==> src/rtl/adder_share_arb.sv <==
// Round-robin controller that time-shares one external adder
// between four requesters and returns captured results.
module adder_share_arb #(
    parameter int W    = 16,
    parameter int NREQ = 4
) (
    input  logic              clk,
    input  logic              rst,
    input  logic [NREQ-1:0]   req,
    input  logic [NREQ*W-1:0] a_flat,
    input  logic [NREQ*W-1:0] b_flat,
    output logic [NREQ-1:0]   gnt,
    output logic [NREQ-1:0]   done,
    output logic [W-1:0]      res_sum,
    output logic              res_carry,
    output logic [1:0]        res_id,
    output logic              busy,
    output logic [W-1:0]      add_in1,
    output logic [W-1:0]      add_in2,
    input  logic [W-1:0]      add_out,
    input  logic              add_carry
);

    typedef enum logic [1:0] {
        IDLE = 2'd0,
        EXEC = 2'd1,
        RESP = 2'd2
    } state_t;

    state_t     state_q, state_d;
    logic [1:0] ptr_q, ptr_d;
    logic [1:0] idx_q, idx_d;
    logic [W-1:0] opa_q, opa_d;
    logic [W-1:0] opb_q, opb_d;
    logic [W-1:0] sum_q, sum_d;
    logic       carry_q, carry_d;
    logic [1:0] rid_q, rid_d;

    logic       found;
    logic [1:0] win;
    logic [1:0] cand;
    logic [W-1:0] sel_a;
    logic [W-1:0] sel_b;

    // Rotating priority search starting at the pointer.
    always_comb begin
        found = 1'b0;
        win   = ptr_q;
        cand  = ptr_q;
        for (int k = 0; k < 4; k++) begin
            cand = ptr_q + 2'(k);
            if (!found && req[cand]) begin
                found = 1'b1;
                win   = cand;
            end
        end
    end

    // Operand mux for the requester that wins the search.
    always_comb begin
        sel_a = '0;
        sel_b = '0;
        for (int i = 0; i < NREQ; i++) begin
            if (win == 2'(i)) begin
                sel_a = a_flat[i*W +: W];
                sel_b = b_flat[i*W +: W];
            end
        end
    end

    // Next-state logic: arbitrate, execute, respond.
    always_comb begin
        state_d = state_q;
        ptr_d   = ptr_q;
        idx_d   = idx_q;
        opa_d   = opa_q;
        opb_d   = opb_q;
        sum_d   = sum_q;
        carry_d = carry_q;
        rid_d   = rid_q;
        case (state_q)
            IDLE: begin
                if (found) begin
                    idx_d   = win;
                    opa_d   = sel_a;
                    opb_d   = sel_b;
                    state_d = EXEC;
                end
            end
            EXEC: begin
                sum_d   = add_out;
                carry_d = add_carry;
                rid_d   = idx_q;
                ptr_d   = idx_q + 2'd1;
                state_d = RESP;
            end
            RESP: state_d = IDLE;
            default: state_d = IDLE;
        endcase
    end

    // State registers with synchronous reset.
    always_ff @(posedge clk) begin
        if (rst) begin
            state_q <= IDLE;
            ptr_q   <= '0;
            idx_q   <= '0;
            opa_q   <= '0;
            opb_q   <= '0;
            sum_q   <= '0;
            carry_q <= 1'b0;
            rid_q   <= '0;
        end else begin
            state_q <= state_d;
            ptr_q   <= ptr_d;
            idx_q   <= idx_d;
            opa_q   <= opa_d;
            opb_q   <= opb_d;
            sum_q   <= sum_d;
            carry_q <= carry_d;
            rid_q   <= rid_d;
        end
    end

    // Outputs decoded only from registers, so no path from req.
    always_comb begin
        gnt  = '0;
        done = '0;
        if (state_q == EXEC) gnt[idx_q] = 1'b1;
        if (state_q == RESP) done[idx_q] = 1'b1;
        busy    = (state_q != IDLE);
        add_in1 = busy ? opa_q : '0;
        add_in2 = busy ? opb_q : '0;
    end

    assign res_sum   = sum_q;
    assign res_carry = carry_q;
    assign res_id    = rid_q;

endmodule

==> config.mk <==
export PLATFORM = sky130hd
export DESIGN_NAME = adder_share_arb
export DESIGN_NICKNAME = d
export VERILOG_FILES = /design/src/rtl/adder_share_arb.sv
export SDC_FILE = /design/constraint.sdc
export NUM_CORES = 1
export LEC_CHECK = 0
export CAP_MARGIN = 5
export CORE_MARGIN = 5
export CORE_UTILIZATION = 41
export DETAILED_ROUTE_END_ITERATION = 12
export HOLD_SLACK_MARGIN = 0.12
export MAX_ROUTING_LAYER = met4
export PLACE_DENSITY_LB_ADDON = 0.05
export SETUP_SLACK_MARGIN = 0.15
export SYNTH_ARGS = -nofsm -noshare
export SYNTH_HDL_FRONTEND = slang
export SYNTH_SLANG_ARGS = --single-unit
==> constraint.sdc <==
create_clock -name clk -period 2.4 [get_ports clk]
set_input_delay 0.36 -clock clk [delete_from_list [all_inputs] [get_ports clk]]
set_output_delay 0.36 -clock clk [all_outputs]
set_load 0.02 [all_outputs]
==> reports/summary.txt, run 1 <==
Max cap viols = 0
Fraction of layout cells with a size suffix above 1 = 17.6%
Yosys warns = 0
Seq/Total Area, Yosys = 33.1%
Vias/cell = 5.09
Count of different cell masters after synthesis = 39
Vias post-DR = 3463
Cts hold-fix bufs = 0
Leak = 2.21 nW
Largest net degree at the start of global routing = 25
Setup violations, final = 0
Clk slew on worst S/H paths = 0.06 ns
Ratio of final minimum period to clock period = 89.0%
Drt first pass iters = 4
Syn Inst Count = 360
I/O pins = 211
Required @ worst endpoint = 2.04 ns
Chip Width = 102 µm
Crit path capture type = output pin
Starting Density = 42.0%
Synth area leaders = dfxtp_1, o221ai_2, a22oi_2, mux2i_1, nor2b_1
ANT cells = 0
Dpl cell area = 5740 µm²
Syn Area/Cell = 9.59 µm²
HP Class = reg2reg
Primary FF master, synth = dfxtp_1
DR WL/cell = 17.3 µm
CTS H-tree lvls = 3
Total wire length = 11800 µm
Area grow syn2layout = 72.2%
Max clock buf depth = 2
Final HPWL DP = 9160 µm
Slowest CP cell = clkdlybuf4s50_1
Height of the die = 102 µm
Synth cell count leaders = dfxtp_1, nand2_1, inv_1
Clk sink count = 57
CTS root buffer = clkbuf_8
Post-synth EDFFs = 0
Core area = 8220 µm²
Clk_skew = 0.0104 ns
Top-area cell type share of the netlist area = 33.1%
Dpl cells = 664
CTS Buf Count = 9
First-pass GRT wire length = 17700 µm
Total GRT Usage = 22.5%
Worst-Skew Late Latency = 0.33 ns
Fraction of registers with async set/reset = 0%
Worst setup startpoint = state_q[0]
Worst path top cell family by delay = buffers and inverters
CP Cell Sequence = nor2_4, buf_12, nor2b_1, clkdlybuf4s50_1
Global route overflow = 0
Critical path buffers and inverters = 2
Status = finished clean
Post-layout min period = 2.14 ns
Final Cell Area = 5940 µm²
Num rows = 33
Slowest cell delay on critical path = 0.64 ns
Post-Syn Area = 3450 µm²
CTS tree = yes
1st-iter DRT viols = 95
Drc violations = 0
FMAX = 468 MHz
PortBufs = 210
Gpl congestion = 0.834
Hold Crit Start = res_sum[11]
Final Hold Viols = 0
Post-synth net total = 515
Antenna violations before repair = 0
PD cells = 519 nW/µm²
DRT antenna net count = 0
Vias in the first global route = 3567
TNS Setup = 0 ns
Overall power = 3.09 mW
RSZ-0062 raised after global routing = false
Fin cells = 680
Peak VDD IR = 470 µV
Crit path max fanout = 24
Most common cell in the synthesized netlist = dfxtp_1
Count of pins over their slew limit = 0
Cell taking the most area after synthesis = dfxtp_1
Full die area = 10400 µm²
Worst EP arrival = 1.78 ns
Relative slew slack = 74.3%
RR Startpoint = ptr_q[0]
CP startpoint kind = flop
Type of the worst setup path = reg2out
Net count reported at finish = 726
Worst slew pin tran = 0.381 ns
#FFs+latches synth = 57
==> stage by stage <==
stage | util, % | worst slack, ns | hold slack (ns)
2_1_floorplan | - | 0.737 | 0.448
3_5_place_dp | 69.9 | 0.0467 | 0.447
4_1_cts | 72.3 | 0.203 | 0.455
6_report | 72.3 | 0.263 | 0.454
5_1_grt | 72.3 | 0.174 | 0.476
3_3_place_gp | 69.9 | 0.131 | 0.441
==> sequential cells by signal (all words and copies together), names as in the netlist <==
name / flops
opb_q: 16
idx_q: 2
res_carry: 1
state_q: 2
res_sum: 16
res_id: 2
ptr_q: 2
opa_q: 16
==> cells in the final DEF, fill, tap and decap left out, types with 2 or more instances in the layout <==
cell             count
mux2i_1             34
ha_1                 4
inv_1               36
buf_12               9
buf_4                8
nand2b_1             3
a22oi_2             29
clkinv_2             3
clkdlybuf4s50_1    210
a22oi_1              2
nor2_1               7
a21oi_1             22
o221ai_1             2
nor2b_1             34
and2_1               9
dfxtp_1             57
clkbuf_8            12
o21ai_0              2
o221ai_2            29
nand2_1             43
==> timing repair <==
action | CTS | global route
endpoints found under the setup margin | 4 | 4
pin swaps | 1 | 0
gates resized for setup | 0 | 1
cloned | 0 | 0
hold endpoints to repair | 0 | 0
buffers inserted | 1 | 0
==> routing by layer <==
layer | routed length [µm] | part of all wire [%] | track usage (%)
met1 | 4780 | 41 | 26.6
met2 | 5760 | 49 | 37.1
met3 | 994 | 8.4 | 5.10
met4 | 230 | 2.0 | 8.38
met5 | 0 | 0 | -
==> area by class of cell <==
| class | count | area [µm²] |
|---|---|---|
| Multi-Input combinational cell | 239 | 2010 |
| Clock inverter | 3 | 15.0 |
| Timing Repair Buffer | 227 | 2340 |
| Inverter | 37 | 139 |
| Clock buffer | 12 | 165 |
| Tap cell | 105 | 131 |
| Fill cell | 648 | 2270 |
| Sequential cell | 57 | 1140 |
==> worst paths after layout <==
kind	to	slack, ns	depth (start not counted)
setup / recovery	add_in1[5]	0.26	4
hold / removal	res_sum[11]	0.45	2
setup reg to reg	opa_q[11]	0.60	6
hold reg to reg	res_sum[11]	0.45	2
==> logic make-up after synthesis <==
| logic type | count (synthesis) | share of synthesized area [%] |
|---|---|---|
| mux | 34 | 9.86 |
| compound gates | 94 | 29.9 |
| simple gates | 107 | 16.6 |
| buf+inv | 64 | 9.17 |
| flops | 57 | 33.1 |
| fa+ha+maj | 4 | 1.45 |
==> worst register-to-register path, delay by kind of cell, from the launching register on <==
kind | cells | cell delay, ns
simple gates | 2 | 0.43
compound gates | 3 | 0.66
buf+inv | 1 | 0.21
flops | 1 | 0.39
==> power by group <==
part / internal (mW) / switching [mW] / total [mW]
combinational: 0.627 / 0.491 / 1.12
clock: 0.448 / 0.379 / 0.827
sequential: 1.06 / 0.0772 / 1.14
total: 2.14 / 0.947 / 3.09
No activity file was read; power rests on OpenSTA's default activity.
==> run 2: changes to the inputs <==
--- a/config.mk
+++ b/config.mk
@@ -7,8 +7,9 @@
 export LEC_CHECK = 0
 export CAP_MARGIN = 5
 export CORE_MARGIN = 5
-export CORE_UTILIZATION = 41
+export CORE_UTILIZATION = 38
 export DETAILED_ROUTE_END_ITERATION = 12
+export GPL_TIMING_DRIVEN = 0
 export HOLD_SLACK_MARGIN = 0.12
 export MAX_ROUTING_LAYER = met4
 export PLACE_DENSITY_LB_ADDON = 0.05
==> constraint.sdc (replaced) <==
create_clock -name clk -period 2.1 [get_ports clk]
set_input_delay 0.315 -clock clk [delete_from_list [all_inputs] [get_ports clk]]
set_output_delay 0.315 -clock clk [all_outputs]
set_load 0.02 [all_outputs]
==> run 2 against run 1 <==
Compared with the run above:
- flip-flop and latch count is the same
- final area is the same
- core utilization shrank 4.8 points
- cell count grew 2.6%
- die area grew 7.1%
- critical path type unchanged
==> reports/summary.txt, run 2 (same netlist as run 1, synthesis figures left out) <==
Worst slew pin tran = 0.480 ns
Starting Density = 39.2%
Clk_skew = 0.00958 ns
PD cells = 614 nW/µm²
Required @ worst endpoint = 1.78 ns
Post-layout min period = 1.90 ns
Total wire length = 11800 µm
Max clock buf depth = 2
Area of the multi-input gates = 2020 µm²
Crit path capture type = output pin
Worst setup startpoint = state_q[0]
Chip Width = 105 µm
Vias/cell = 4.97
Largest net degree at the start of global routing = 11
Commonest cells after routing, fill and taps aside = clkdlybuf4s50_1, dfxtp_1, nand2_1
Full die area = 11100 µm²
CTS H-tree lvls = 3
CP startpoint kind = flop
DR WL/cell = 17.0 µm
I/O pins = 211
Crit path max fanout = 10
Register-to-Register Setup Slack = 0.34 ns
Commonest non-fill, non-tap cell in the layout = clkdlybuf4s50_1
ANT cells = 0
Height of the die = 105 µm
Vias in the first global route = 3673
Fin cells = 698
Vias post-DR = 3469
Antenna violations before repair = 0
Core area = 8810 µm²
CTS tree = yes
CTS root buffer = clkbuf_8
Storage element area = 1140 µm²
Max cap viols = 0
PortBufs = 209
Area grow syn2layout = 72.2%
Total GRT Usage = 21.2%
Fraction of layout cells with a size suffix above 1 = 20.5%
FMAX = 526 MHz
HP Class = in2reg
Setup ws final = 0.197 ns
1st-iter DRT viols = 83
Count of pins over their slew limit = 0
Worst EP arrival = 1.59 ns
Clk sink count = 57
Drt first pass iters = 4
Net count reported at finish = 740
First-pass GRT wire length = 18500 µm
Relative slew slack = 68.0%
Worst-Skew Late Latency = 0.33 ns
DRT antenna net count = 0
Status = finished clean
RR Startpoint = ptr_q[1]
Dpl cells = 677
RSZ-0062 raised after global routing = true
Ratio of final minimum period to clock period = 90.6%
End point of the critical path = add_in1[13]
Reg2reg end = opa_q[2]
CTS Buf Count = 9
Fillers = 742
Leak = 2.42 nW
Worst slack at placement = -0.220 ns
Type of the worst setup path = reg2out
Drc violations = 0
Setup violations, final = 0
Global route overflow = 0
Gpl congestion = 0.758
Reg2Reg Depth = 8
Num rows = 34
Clk slew on worst S/H paths = 0.07 ns
Final HPWL DP = 9430 µm
Peak VDD IR = 377 µV
Final Hold Viols = 0
## run 2: cell count changes in the layout (fill, tap and decap cells not counted), moves of 4 or more
cell             before  now
buf_6                 0    7
buf_4                 8   12
buf_12                9    0
clkdlybuf4s15_1       0    4
clkbuf_1              0    7
dlygate4sd2_1         0   32
clkdlybuf4s50_1     210  165
clkbuf_2              0    5
## run 2: timing repair
item,CTS,global route
pin swaps,1,1
buffers inserted,4,1
endpoints found under the setup margin,42,41
resized for setup,63,19
hold buffers,0,0
## run 2: worst max-delay path: stages, from the launching register on
cell and delay, ns:
dfxtp_2 0.35, nor2_4 0.22, buf_4 0.16, clkbuf_8 0.16, nor2b_1 0.05, dlygate4sd2_1 0.33
## run 2: worst min-delay path by stage
stage | start | endpoint | slack [ns] | depth (start not counted)
after floorplan | b_flat[28] | opb_q[12] | 0.44 | 2
after global placement | res_sum[3] | res_sum[3] | 0.44 | 2
after detailed placement | res_sum[14] | res_sum[14] | 0.45 | 2
after CTS | rst | res_carry | 0.35 | 2
after global routing | rst | res_id[1] | 0.40 | 2
final | rst | res_carry | 0.36 | 2
## run 2: layout make-up
cell class / instances / area share (%)
Sequential cell: 57 / 19.3
Clock inverter: 6 / 1.39
Inverter: 37 / 2.34
Timing Repair Buffer: 214 / 34.9
Buffer: 27 / 3.75
Tap cell: 108 / 2.27
Multi-Input combinational cell: 239 / 34.0
Clock buffer: 10 / 2.15
## run 2: through the flow
stage / cell area, µm² / util [%] / hold slack [ns] / power (mW) / setup TNS, ns
CTS: 5930 / 67.3 / 0.350 / 3.68 / 0
detailed placement: 5680 / 64.5 / 0.447 / 2.57 / -8.42
floorplan: 3450 / - / 0.441 / 1.97 / 0
global route: 5940 / 67.5 / 0.402 / 3.84 / 0
global placement: 5680 / 64.5 / 0.441 / 2.54 / -6.96
finish: 5940 / 67.5 / 0.364 / 3.65 / 0
## run 2: metal layers
layer	vias to the layer above	part of all wire [%]	routed length (µm)	track usage [%]
met3	6	7.6	905	5.75
met4	0	0.53	63	4.78
met5	-	0	0	-
met2	123	50	5960	36.9
li1	1728	-	-	-
met1	1612	42	4920	24.3
## run 2: where the power goes
group / internal (mW) / switching [mW]
combinational: 0.676 / 0.566
sequential: 1.22 / 0.0856
clock: 0.662 / 0.444
total: 2.55 / 1.10
